### config.mk
export PLATFORM = sky130hd
export DESIGN_NAME = decoder_3x8_seq
export DESIGN_NICKNAME = d
export VERILOG_FILES = /design/src/rtl/decoder_3x8_seq.sv
export SDC_FILE = /design/constraint.sdc
export NUM_CORES = 1
export LEC_CHECK = 0
export ABC_AREA = 0
export BUFFER_PORTS_ARGS = -buffer_cell sky130_fd_sc_hd__buf_2
export CORE_ASPECT_RATIO = 1.5
export CORE_MARGIN = 2
export CORE_UTILIZATION = 55
export DETAILED_ROUTE_END_ITERATION = 10
export HOLD_SLACK_MARGIN = 0.1
export PLACE_DENSITY_LB_ADDON = 0.2
export SYNTH_ARGS = -nofsm -noshare
export SYNTH_HDL_FRONTEND = slang
export SYNTH_SLANG_ARGS = --single-unit
### constraint.sdc
create_clock -name clk -period 2.95 [get_ports clk]
set_clock_uncertainty 0.05 [all_clocks]
set_input_delay 0.295 -clock clk [delete_from_list [all_inputs] [get_ports clk]]
set_output_delay 0.295 -clock clk [all_outputs]
set_load 0.01 [all_outputs]
### src/rtl/decoder_3x8_seq.sv
// Buffered, timed 3-to-8 one-hot decoder. Codes arrive over valid/ready into a small FIFO.
// Each code is then shown on out as a one-hot byte for HOLD cycles.
module decoder_3x8_seq #(
  parameter  int DEPTH = 4,
  parameter  int HOLD  = 3,
  localparam int CW    = $clog2(DEPTH + 1)
) (
  input  logic          clk,
  input  logic          rst_n,
  input  logic          in_valid,
  input  logic [2:0]    in_code,
  output logic          in_ready,
  output logic [7:0]    out,
  output logic          out_valid,
  output logic [CW-1:0] count,
  output logic          drop_err
);

  localparam int AW = $clog2(DEPTH);
  localparam int HW = (HOLD > 1) ? $clog2(HOLD) : 1;

  typedef enum logic {IDLE, DRIVE} state_t;

  state_t        r_state, w_stateNext;
  logic [7:0]    r_out, w_outNext;
  logic          r_outValid, w_outValidNext;
  logic [HW-1:0] r_hold, w_holdNext;
  logic          r_dropErr;
  logic [AW-1:0] r_wrPtr, r_rdPtr;
  logic [CW-1:0] r_count;
  logic [2:0]    r_mem [DEPTH];
  logic          w_push, w_pop, w_ready;
  logic [7:0]    w_headOneHot;

  // Full blocks the producer even when a pop happens on the same edge.
  assign w_ready      = (r_count != CW'(DEPTH));
  assign w_push       = in_valid && w_ready;
  assign w_headOneHot = 8'b1 << r_mem[r_rdPtr];

  always_ff @(posedge clk) begin
    if (w_push) r_mem[r_wrPtr] <= in_code;
  end

  always_ff @(posedge clk or negedge rst_n) begin
    if (!rst_n) begin
      r_wrPtr   <= '0;
      r_rdPtr   <= '0;
      r_count   <= '0;
      r_dropErr <= 1'b0;
    end else begin
      r_dropErr <= in_valid && !w_ready;
      if (w_push) r_wrPtr <= r_wrPtr + AW'(1);
      if (w_pop)  r_rdPtr <= r_rdPtr + AW'(1);
      case ({w_push, w_pop})
        2'b10:   r_count <= r_count + CW'(1);
        2'b01:   r_count <= r_count - CW'(1);
        default: r_count <= r_count;
      endcase
    end
  end

  always_ff @(posedge clk or negedge rst_n) begin
    if (!rst_n) begin
      r_state    <= IDLE;
      r_out      <= 8'h00;
      r_outValid <= 1'b0;
      r_hold     <= '0;
    end else begin
      r_state    <= w_stateNext;
      r_out      <= w_outNext;
      r_outValid <= w_outValidNext;
      r_hold     <= w_holdNext;
    end
  end

  // Popping uses the registered count, so a code pushed this edge waits one cycle.
  always_comb begin
    w_stateNext    = r_state;
    w_outNext      = r_out;
    w_outValidNext = r_outValid;
    w_holdNext     = r_hold;
    w_pop          = 1'b0;
    case (r_state)
      IDLE: begin
        w_outNext      = 8'h00;
        w_outValidNext = 1'b0;
        if (r_count != '0) begin
          w_pop          = 1'b1;
          w_outNext      = w_headOneHot;
          w_outValidNext = 1'b1;
          w_holdNext     = HW'(HOLD - 1);
          w_stateNext    = DRIVE;
        end
      end
      DRIVE: begin
        if (r_hold != '0) begin
          w_holdNext = r_hold - HW'(1);
        end else if (r_count != '0) begin
          w_pop          = 1'b1;
          w_outNext      = w_headOneHot;
          w_outValidNext = 1'b1;
          w_holdNext     = HW'(HOLD - 1);
        end else begin
          w_outNext      = 8'h00;
          w_outValidNext = 1'b0;
          w_stateNext    = IDLE;
        end
      end
      default: w_stateNext = IDLE;
    endcase
  end

  assign in_ready  = w_ready;
  assign out       = r_out;
  assign out_valid = r_outValid;
  assign count     = r_count;
  assign drop_err  = r_dropErr;

endmodule

# [Word-level counts from Yosys, hierarchy flattened]
# Memory sizes are Yosys's and may differ from the RTL's.
# Cells that the tools add are included.
[classes] addsub=5 multipliers=0 div=0 order_cmp=0 n_eq_ne=4 n_shift=1 mux=16 n_bitwise=1 n_reduce_logical=6
[op_table] cell="$mux W8" count=2
[op_table] cell="$pmux W8 S2" count=1
[op_table] cell="$shl A1 B3 Y8 const A" count=1
[op_table] cell="$mux W1" count=6
[op_table] cell="$pmux W1 S2" count=3
[op_table] cell="$pmux W3 S2" count=1
[op_table] cell="$add A2 B1 Y2 const B" count=2
[op_table] cell="$mux W2" count=2
[op_table] cell="$pmux W2 S2" count=1
[op_table] cell="$reduce_bool A2 Y1" count=2
[op_table] cell="$add A3 B1 Y3 const B" count=1
[op_table] cell="$ne A3 B3 Y1 const B" count=1
[op_table] cell="$reduce_bool A3 Y1" count=1
[op_table] cell="$sub A3 B1 Y3 const B" count=1
[op_table] cell="$eq A2 B1 Y1 const B" count=1
[op_table] cell="$eq A2 B2 Y1 const B" count=1
[op_table] cell="$logic_and A1 B1 Y1" count=2
[op_table] cell="$ne A2 B2 Y1 const B" count=1
[op_table] cell="$sub A2 B1 Y2 const B" count=1
[op_table] cell="$logic_not A1 Y1" count=1
[op_table] cell="$not A1 Y1" count=1
[totals] reg_bits=20 latch_bits=0 ramBits=12 romBits=0 inputBits=6 output_inout_bits=14 wordCells=42 n_memories=1
[memory_table] name="r_mem" depth=4 width=3 rd=1 rd_ports_with_merged_regs=0 write_ports=1 line="31" source="logic [2:0] r_mem [DEPTH];"

# [Logic depth before layout (Yosys ltp)]
# Gate-level depths: netlist of the first run.
[logic_depth] depth_word=6 depth_mapped=10 mapped_depth_nobuf=9

# [Worst setup path after synthesis of the first run]
# Ideal clock, no wire load.
[synth_path] kind="register to register" startpoint="register r_count[0] (netlist: count[0])" endpoint="register r_count[2] (netlist: count[2])" setup_time_ns=0.079 t_arrival_ns=2.140 required_ns=2.821 setup_slack_ns=0.681 stages_incl_launch_ff=11 path_buffers=1 period_less_slack_ns=2.269 cell_sequence="dfrtp_1 > or3b_1 > buf_6 > and2_4 > inv_1 > ha_1 > inv_1 > fa_1 > xor2_1 > nor2_1 > xor2_1"
[synth_via] word_cells_on_any_way=12 cone_classes="2 x add/sub; 3 x eq/ne; 4 x mux; 3 x reduce/logical"
[synth_lines] element="start: declaration" line="30" source="logic [CW-1:0] r_count;"
[synth_lines] element="start signal: assignment" line="55" source="2'b10: r_count <= r_count + CW'(1);"
[synth_lines] element="start signal: assignment" line="56" source="2'b01: r_count <= r_count - CW'(1);"
[synth_lines] element="start signal: assignment" line="57" source="default: r_count <= r_count;"
[synth_lines] element="$ne A3 B3 Y1 *" line="36" source="assign w_ready = (r_count != CW'(DEPTH));"
[synth_lines] element="net in_ready" line="12" source="output logic in_ready,"
[synth_lines] element="$logic_and A1 B1 Y1 *" line="37" source="assign w_push = in_valid && w_ready;"
[synth_lines] element="$eq A2 B1 Y1 or $eq A2 B2 Y1 (tied branches)" line="54" source="case ({w_push, w_pop})"
[synth_lines] element="$pmux W3 S2 or $reduce_bool A2 Y1 (tied branches)"
# Mark *: on every way through the listed nets, which the timed path passes. The rest lies on a longest branch.
# A chain may end at the register's enable or synchronous reset.

# [Worst setup path in the final report of the first run]
[layout_path] startpoint="register r_count[0] (netlist: count[0])" endpoint="register r_count[2] (netlist: count[2])"
[layout_via] elab_chain_len=6 word_cells_on_any_way=12 cone_classes="2 x add/sub; 3 x eq/ne; 4 x mux; 3 x reduce/logical"
[layout_lines] element="$reduce_bool A3 Y1" line="87, 98"
[layout_lines] element="$mux W1" line="87, 98"
[layout_lines] element="$mux W1" line="96" source="if (r_hold != '0) begin"
[layout_lines] element="$pmux W1 S2" line="83" source="case (r_state)"
[layout_lines] element="$eq A2 B1 Y1 or $eq A2 B2 Y1 (tied branches)" line="54"
[layout_lines] element="$pmux W3 S2 or $reduce_bool A2 Y1 (tied branches)"
# Several ways; a longest one is shown, not always the timed one.

==> run metrics, run 1 <==
outcome finished clean; Leak 0.701 nW; CP max FO 7; worst-skew pair later-pin latency 0.32 ns; worst slew pin tran 0.444 ns; critical path arrival 2.51 ns; fmax 0.434 GHz; vias post-DR 815; Hold Crit Class primary input to flop; first-pass GRT wire length 3750 um; Core Rows 22; Setup Crit Path Kind flop to flop; PD cells 1080 mW/mm^2; Layout Area Growth over Synthesis 11.9%; height of the die 65.5 um; # DRC 0; Rel. slew slack 0.704; final setup fails 0; minimum clock period 2.30 ns; Mapped Avg Cell Area 14.4 um^2; Min Hold Slack 0.139 ns; Mapped Cells 96; fin cells 146; Yosys top cell area share 0.361; DRT antenna net count 0; Max IR drop VDD 660 uV; initial core utilization 0.572; cells taking the most area after synthesis dfrtp_1, edfxtp_1, mux4_2; share of cells above drive strength 1 0.295; Yosys cell types 28; net count after synthesis 108; RSZ-0062 raised after global routing false; Inst Count DP 137; hpwl dp 1680 um; Detailed Route Iter0 Violations 17; via/cell ratio 5.58; drt pass-1 iters 4; DIE AREA 0.00294 mm^2; CTS Buf Count 5; Slew Viols, Final 0; Final GP Congestion 0.714; clock sink count 32; clk buf depth 2; Final Cycle Share 0.781; initial antenna violation count 0; io pins 20; largest net degree at the start of global routing 21; vias in the first global route 786; most frequent cells after synthesis dfrtp_1, edfxtp_1, inv_1; count leader, synth dfrtp_1; setup TNS 0 ns; ys flop type dfrtp_1; Wirelength per Cell 15.0 um; Max Cap Viol 0; Async SR Flop Fraction 0.625; Layout Utilization 0.640; endpoints failing hold 0; Worst setup EP type flop; port bufs 19; core area 0.00242 mm^2; cell area after synthesis 0.00139 mm^2; post-synthesis sequential area ratio 0.621; Total Routing Usage GR 0.183; Die X-Extent 45.0 um; CTS tree done; Layout Nets 133; drt total wl 2200 um; dominant cell type by area after synthesis dfrtp_1; required time of the critical path 3.15 ns; Synth Warn # 0; EDFF count, synth 12; CTS HTree Levels 2; startpoint types flop; n_diodes 0; clk slew on worst S/H paths 0.09 ns; grt ovf 0; #FFs+latches synth 32; CTS Root Cell clkbuf_4
critical path: stages, from the launching register on:
cell	delay (ns)
dfrtp_1	0.44
or3b_1	0.48
and2_4	0.21
inv_1	0.05
ha_1	0.17
inv_1	0.06
fa_1	0.37
xor2_1	0.15
nor2_1	0.11
xor2_1	0.15
kinds of logic after synthesis:
logic type      Yosys count  share of synthesized area
compound gates           14                     0.0786
xor+xnor                  6                     0.0379
fa+ha+maj                 6                     0.0596
buf+inv                  12                     0.0434
flops                    32                      0.622
mux                       5                     0.0668
simple gates             21                     0.0921
placed cells by master, fill, tap and decap left out, drive strengths merged, types with 2 or more instances in the layout:
cell	netlist	routed
dfrtp	20	20
buf	3	20
edfxtp	12	12
inv	9	9
clkbuf	0	7
nand2	6	6
ha	5	5
and3	4	4
o31ai	4	4
a32o	4	4
nor2	3	3
xnor2	3	3
xor2	3	3
mux4	3	3
o21a	2	2
o21ai	2	2
nand3	2	2
nor3	2	2
where the power goes:
group / switching [mW] / internal (mW) / total, mW
Clock: 0.134 / 0.0915 / 0.225
Sequential: 0.118 / 0.625 / 0.743
Combinational: 0.375 / 0.329 / 0.704
Total: 0.626 / 1.05 / 1.67
stage by stage:
step	power [mW]	setup WS [ns]	area [um^2]
2_1_floorplan	1.28	0.681	1390
3_3_place_gp	1.45	0.694	1490
6_report	1.67	0.646	1550
4_1_cts	1.71	0.613	1550
3_5_place_dp	1.47	0.643	1490
5_1_grt	1.82	0.515	1550
per-layer routing:
layer / track usage / routed length, um / vias to the layer above
met1: 0.200 / 823 / 394
met4: 0.0772 / 48 / 0
met5: 0 / 0 / -
met3: 0.0577 / 90 / 6
met2: 0.314 / 1230 / 19
li1: - / - / 396
what timing repair did:
item	in CTS	in global routing
resized for setup	0	0
hold buffers	1	0
setup buffers	0	0
setup endpoints to repair	0	0
hold endpoints to repair	20	0
cell type report:
| type | count | area [um^2] |
|---|---|---|
| Fill cell | 203 | 872 |
| Tap cell | 24 | 30.0 |
| Clock buffer | 7 | 45.0 |
| Timing Repair Buffer | 21 | 113 |
| Inverter | 9 | 33.8 |
| Sequential cell | 32 | 861 |
| Multi-Input combinational cell | 52 | 464 |
| Clock inverter | 1 | 3.75 |
path summary, 6_finish.rpt:
| path | to | slack [ns] | cells after the start | start |
|---|---|---|---|---|
| setup / recovery | count[2] | 0.65 | 9 | count[0] |
| hold / removal | r_mem[1][2] | 0.14 | 1 | in_code[2] |
| setup reg to reg | count[2] | 0.65 | 9 | count[0] |
| hold reg to reg | out[7] | 0.42 | 2 | out[7] |
| max in group asynchronous | r_hold[1] | 2.15 | 2 | rst_n |
| min in group asynchronous | out[6] | 0.39 | 2 | rst_n |
sequential cells by signal (all words and copies together), names as in the netlist:
signal and count:
r_hold 2, r_mem 12, out_valid 1, count 3, r_state 1, r_wrPtr 2, r_rdPtr 2, drop_err 1
out 8
(Power assumes the default switching activity.)
==> run 2, diff against run 1 <==
Settings changed: ABC_AREA 0 to 1.
Clock period 2.95 ns to 2.27 ns, I/O delays scaled along.
==> run metrics, run 2 <==
count leader, synth nand2_1; required time of the critical path 2.38 ns (-0.77 ns); PD cells 1480 mW/mm^2 (+37%); drt total wl 2320 um (+5.8%); net count after synthesis 163 (+51%); clock sink count 32 (unchanged); Leak 0.897 nW (+28%); overall power 2.60 mW (+56%); DP Worst Slack 0.205 ns (-0.438 ns); CP max FO 8 (+1); Yosys cell types 23 (-18%); Wirelength per Cell 10.9 um (-28%); Largest register FFs 12 (unchanged); post_cts resized 0 (unchanged); dominant cell type by area after synthesis dfrtp_1; final setup fails 0 (unchanged); n_diodes 0 (unchanged); Detailed Route Iter0 Violations 11 (-6); ys flop type dfrtp_1; FF/Latch Area 861 um^2 (unchanged); vias post-DR 995 (+22%); Final WS setup 0.216 ns (-0.430 ns); clk slew on worst S/H paths 0.06 ns (-0.03 ns); Yosys top cell area share 0.331 (-0.0302); Mapped Cells 151 (+57%); Slew Viols, Final 0 (unchanged); Async SR Flop Fraction 0.625 (unchanged); most frequent cells in the layout nand2_1, dfrtp_1, buf_2; worst-skew pair later-pin latency 0.28 ns (-0.04 ns); most common cell after layout, fill and taps aside nand2_1; initial antenna violation count 0 (unchanged); CTS tree done; CTS Root Cell clkbuf_8; multi-input logic area 551 um^2 (+19%); EDFF count, synth 12 (unchanged); largest net degree at the start of global routing 21 (unchanged); outcome finished clean; Final GP Congestion 0.768 (+7.6%); Total Routing Usage GR 0.180 (-0.00268); drt pass-1 iters 4 (unchanged); vias in the first global route 961 (+22%); Setup Crit Path Kind flop to flop; # DRC 0 (unchanged); Synth Warn # 0 (unchanged); worst slew pin tran 0.441 ns (-0.00290 ns); grt ovf 0 (unchanged); Core Rows 23 (+4.5%); hpwl dp 1860 um (+11%); io pins 20 (unchanged); endpoints failing hold 0 (unchanged); startpoint types flop; height of the die 68.2 um (+4.2%); fmax 0.487 GHz (+12%); CTS Buf Count 5 (unchanged); Max Cap Viol 0 (unchanged); Die X-Extent 46.8 um (+4.1%); Max IR drop VDD 864 uV (+31%); Hold Crit Class primary input to flop; port bufs 19 (unchanged); Rel. slew slack 0.706 (+0.00193); Layout Area Growth over Synthesis 16.5%; critical path arrival 2.16 ns (-0.35 ns); Layout Nets 188 (+41%); initial core utilization 0.571 (-0.000909); RSZ-0062 raised after global routing false; minimum clock period 2.05 ns (-0.250 ns); Min Hold Slack 0.117 ns (-0.0217 ns); post-CTS setup buffers 0 (unchanged); DIE AREA 0.00319 mm^2 (+8.4%); Final Cycle Share 0.905 (+0.124); Layout fillers 248 (+22%); cts hold-fix bufs 1 (unchanged); core area 0.00265 mm^2 (+9.3%); cell area after synthesis 0.00151 mm^2 (+9.1%); Mapped Avg Cell Area 10.0 um^2 (-31%); setup TNS 0 ns (unchanged); DRT antenna net count 0 (unchanged); #FFs+latches synth 32 (unchanged); most frequent cells after synthesis nand2_1, dfrtp_1, inv_1; Worst setup EP type flop; cells taking the most area after synthesis dfrtp_1, edfxtp_1, nand2_1; post-synthesis sequential area ratio 0.570 (-0.0520); via/cell ratio 4.65 (-17%); share of cells above drive strength 1 0.277 (-0.0182); clk buf depth 2 (unchanged); CTS HTree Levels 2 (unchanged); first-pass GRT wire length 3870 um (+3.3%); Most flops, register r_mem
## run 2: cell types whose count changed after synthesis, sizes merged, moves of 3 or more
cell	before	now
a32o	4	0
and3	4	0
inv	9	18
mux4	3	0
nand2	6	58
nand3	2	8
nor2	3	14
o31ai	4	1
## run 2: cells by family (layout without fill, tap and decap cells)
kind of cell	count (synthesis)	count (layout)	synth area share
fa+ha+maj	6	6	0.0546
buf+inv	21	47	0.0662
xor+xnor	4	4	0.0232
simple gates	81	81	0.259
compound gates	7	7	0.0273
flops	32	32	0.570
## run 2: worst paths after layout
path / from / end / slack, ns / cells after the start
worst min register to register: out_valid / out_valid / 0.42 / 2
max in group asynchronous: rst_n / out[0] / 1.49 / 2
worst max-delay path: count[0] / count[2] / 0.22 / 9
worst min-delay path: in_code[0] / r_mem[3][0] / 0.12 / 1
min in group asynchronous: rst_n / out[3] / 0.37 / 2
worst max register to register: count[0] / count[2] / 0.22 / 9
## run 2: layer usage
metal,vias to the layer above,track usage,part of all wire
met3,6,0.0712,0.040
met2,19,0.324,0.56
met4,0,0.0938,0.025
met1,452,0.166,0.37
li1,518,-,-
met5,-,0,0
## run 2: per-stage QoR
stage               cells  area [um^2]   util
floorplan             151         1510      -
global placement      205         1630  0.617
detailed placement    205         1630  0.617
CTS                   214         1760  0.665
global route          214         1760  0.665
finish                214         1760  0.665
## run 2: final cells by class
cell class	count	share of cell area
Multi-Input combinational cell	98	0.313
Sequential cell	32	0.489
Clock buffer	6	0.0469
Clock inverter	2	0.0192
Timing Repair Buffer	20	0.0597
Tap cell	37	0.0263
Inverter	19	0.0462
## run 2: worst max-delay path, cell delays in order, from the launching register on
cell	delay, ns
dfrtp_1	0.40
inv_1	0.18
nand3_2	0.13
nand2_2	0.17
ha_1	0.17
inv_1	0.06
fa_1	0.37
a21oi_1	0.14
o21ai_0	0.11
xor2_1	0.15
## run 2: power by group
| part | switching [mW] | internal, mW |
|---|---|---|
| combinational | 0.706 | 0.400 |
| sequential | 0.148 | 0.810 |
| clock | 0.186 | 0.353 |
| total | 1.04 | 1.56 |
==> run 3, diff against run 2 <==
Settings changed: CORE_UTILIZATION 55 to 50.
==> run metrics, run 3 (same netlist as run 2, synthesis figures left out) <==
vias post-DR 996 (+0.10%); worst-case reg-to-reg path depth 9 (unchanged); Max stage delay on crit path 0.40 ns (about the same); Most flops, register r_mem; CP Capture Point count[2]; core area 0.00288 mm^2 (+8.9%); io pins 20 (unchanged); most frequent cells in the layout nand2_1, dfrtp_1, buf_2; Core Rows 24 (+4.3%); Rel. slew slack 0.712 (+0.00550); CTS tree done; worst slew pin tran 0.433 ns (-0.00825 ns); vias in the first global route 1,058 (+10%); Final WS setup 0.198 ns (-0.0183 ns); Stages on worst setup path 9 (unchanged); Layout Nets 188 (unchanged); Final GP Congestion 0.801 (+4.4%); Layout Utilization 0.599 (-0.0655); minimum clock period 2.07 ns (+0.0183 ns); Layout fillers 266 (+7.3%); port bufs 19 (unchanged); CP bufs+invs 2 (unchanged); hpwl dp 1840 um (-1.1%); worst-skew pair later-pin latency 0.28 ns (about the same); Setup Crit Path Kind flop to flop; grt ovf 0 (unchanged); Worst setup EP type flop; Inst Count DP 207 (+0.98%); Slew Viols, Final 0 (unchanged); Max IR drop VDD 707 uV (-18%); clock sink count 32 (unchanged); setup TNS 0 ns (unchanged); Largest register FFs 12 (unchanged); R2R Path End count[2]; clk slew on worst S/H paths 0.06 ns (about the same); PD cells 1420 mW/mm^2 (-4.1%); DRT antenna net count 0 (unchanged); crit path from count[0]; first-pass GRT wire length 4270 um (+10%); RSZ-0062 raised after global routing false; fmax 0.483 GHz (-0.88%); Detailed Route Iter0 Violations 17 (+6); # DRC 0 (unchanged); drt total wl 2270 um (-2.3%); Total Routing Usage GR 0.163 (-0.0172); drt pass-1 iters 4 (unchanged); initial core utilization 0.524 (-0.0466); CTS HTree Levels 2 (unchanged); Hold Crit Class primary input to flop; CP max-delay cell dfrtp_1; height of the die 71.3 um (+4.6%); FF/Latch Area 861 um^2 (unchanged); Reg2Reg Setup Slack 0.20 ns (-0.02 ns); n_diodes 0 (unchanged); CP max FO 8 (unchanged); DP Worst Slack 0.193 ns (-0.0121 ns); critical path arrival 2.18 ns (+0.02 ns); Final Cell Area 0.00173 mm^2 (-1.8%); Wirelength per Cell 10.5 um (-3.2%); most common cell after layout, fill and taps aside nand2_1; worst r2r src count[0]; Die X-Extent 48.9 um (+4.5%); DIE AREA 0.00349 mm^2 (+9.3%); dpl cell area 0.00164 mm^2 (+0.15%); final setup fails 0 (unchanged); Final Cycle Share 0.913 (+0.00807); clk buf depth 2 (unchanged); Leak 0.880 nW (-1.9%); fin cells 216 (+0.93%); multi-input logic area 551 um^2 (unchanged); Max Cap Viol 0 (unchanged); CP Cell Sequence inv_1 -> nand3_2 -> nand2_2 -> ha_1 -> inv_1 -> fa_1 -> a21oi_1 -> o21ai_0 -> xor2_1; share of cells above drive strength 1 0.271 (-0.00565); kind of cell adding the most delay to the critical path adder cells; endpoints failing hold 0 (unchanged); required time of the critical path 2.38 ns (about the same); CTS Root Cell clkbuf_8; outcome finished clean; Crit path top cell by count inv_1; via/cell ratio 4.61 (-0.83%); Layout Area Growth over Synthesis 14.3%; CTS Buf Count 5 (unchanged); initial antenna violation count 0 (unchanged); largest net degree at the start of global routing 21 (unchanged); startpoint types flop
==> run 3: changes by cell type in the layout (fill, tap and decap cells not counted), sizes merged <==
cell	change
bufinv	-1
clkbuf	+1
==> run 3: worst register-to-register path, delay by kind of cell, from the launching register on <==
kind | cells | cell delay, ns
AOI/OAI and AO/OA | 2 | 0.26
xor gates and xnor gates | 1 | 0.16
adders and majority gates | 2 | 0.55
DFF | 1 | 0.40
and+or+nand+nor | 2 | 0.31
buffers and inverters | 2 | 0.24
==> run 3: area by class of cell <==
cell class / instances / area share
multi-input cells: 98 / 0.319
well taps: 39 / 0.0282
clock buffers: 7 / 0.0442
repair buffers: 20 / 0.0608
inverters: 19 / 0.0471
clock inverters: 1 / 0.00290
flip-flops and latches: 32 / 0.498
==> run 3: stage by stage <==
stage / power [mW] / hold WS [ns]
2_1_floorplan: 1.82 / -0.119
3_3_place_gp: 2.04 / 0.139
3_5_place_dp: 2.08 / 0.144
4_1_cts: 2.49 / 0.104
5_1_grt: 2.68 / 0.115
6_report: 2.45 / 0.111
==> run 3: power by group <==
part           internal, mW  switching [mW]  total [mW]
combinational         0.399           0.694        1.09
sequential            0.810           0.147       0.956
clock                 0.214           0.184       0.398
total                  1.42            1.02        2.45
==> run 3: metal layers <==
layer / vias up / GRT usage / part of all wire
met5: - / 0 / 0
met4: 0 / 0.105 / 0.029
met3: 7 / 0.0333 / 0.037
met2: 20 / 0.312 / 0.55
met1: 450 / 0.154 / 0.38
li1: 519 / - / -
==> run 3: timing repair <==
item                                    CTS  global route
resized for setup                         0             0
setup buffers                             0             0
endpoints found under the setup margin    0             0
endpoints found under the hold margin    20             0
hold buffers                              1             0
==> run 3: worst min-delay path by stage <==
| stage | start | cells after the start | to | slack [ns] |
|---|---|---|---|---|
| 2_1_floorplan | rst_n | 0 | count[0] | -0.12 |
| 3_3_place_gp | rst_n | 1 | out[1] | 0.14 |
| 3_5_place_dp | rst_n | 1 | out[1] | 0.14 |
| 4_1_cts | in_code[0] | 1 | r_mem[2][0] | 0.10 |
| 5_1_grt | in_code[0] | 1 | r_mem[2][0] | 0.12 |
| 6_report | in_code[0] | 1 | r_mem[2][0] | 0.11 |
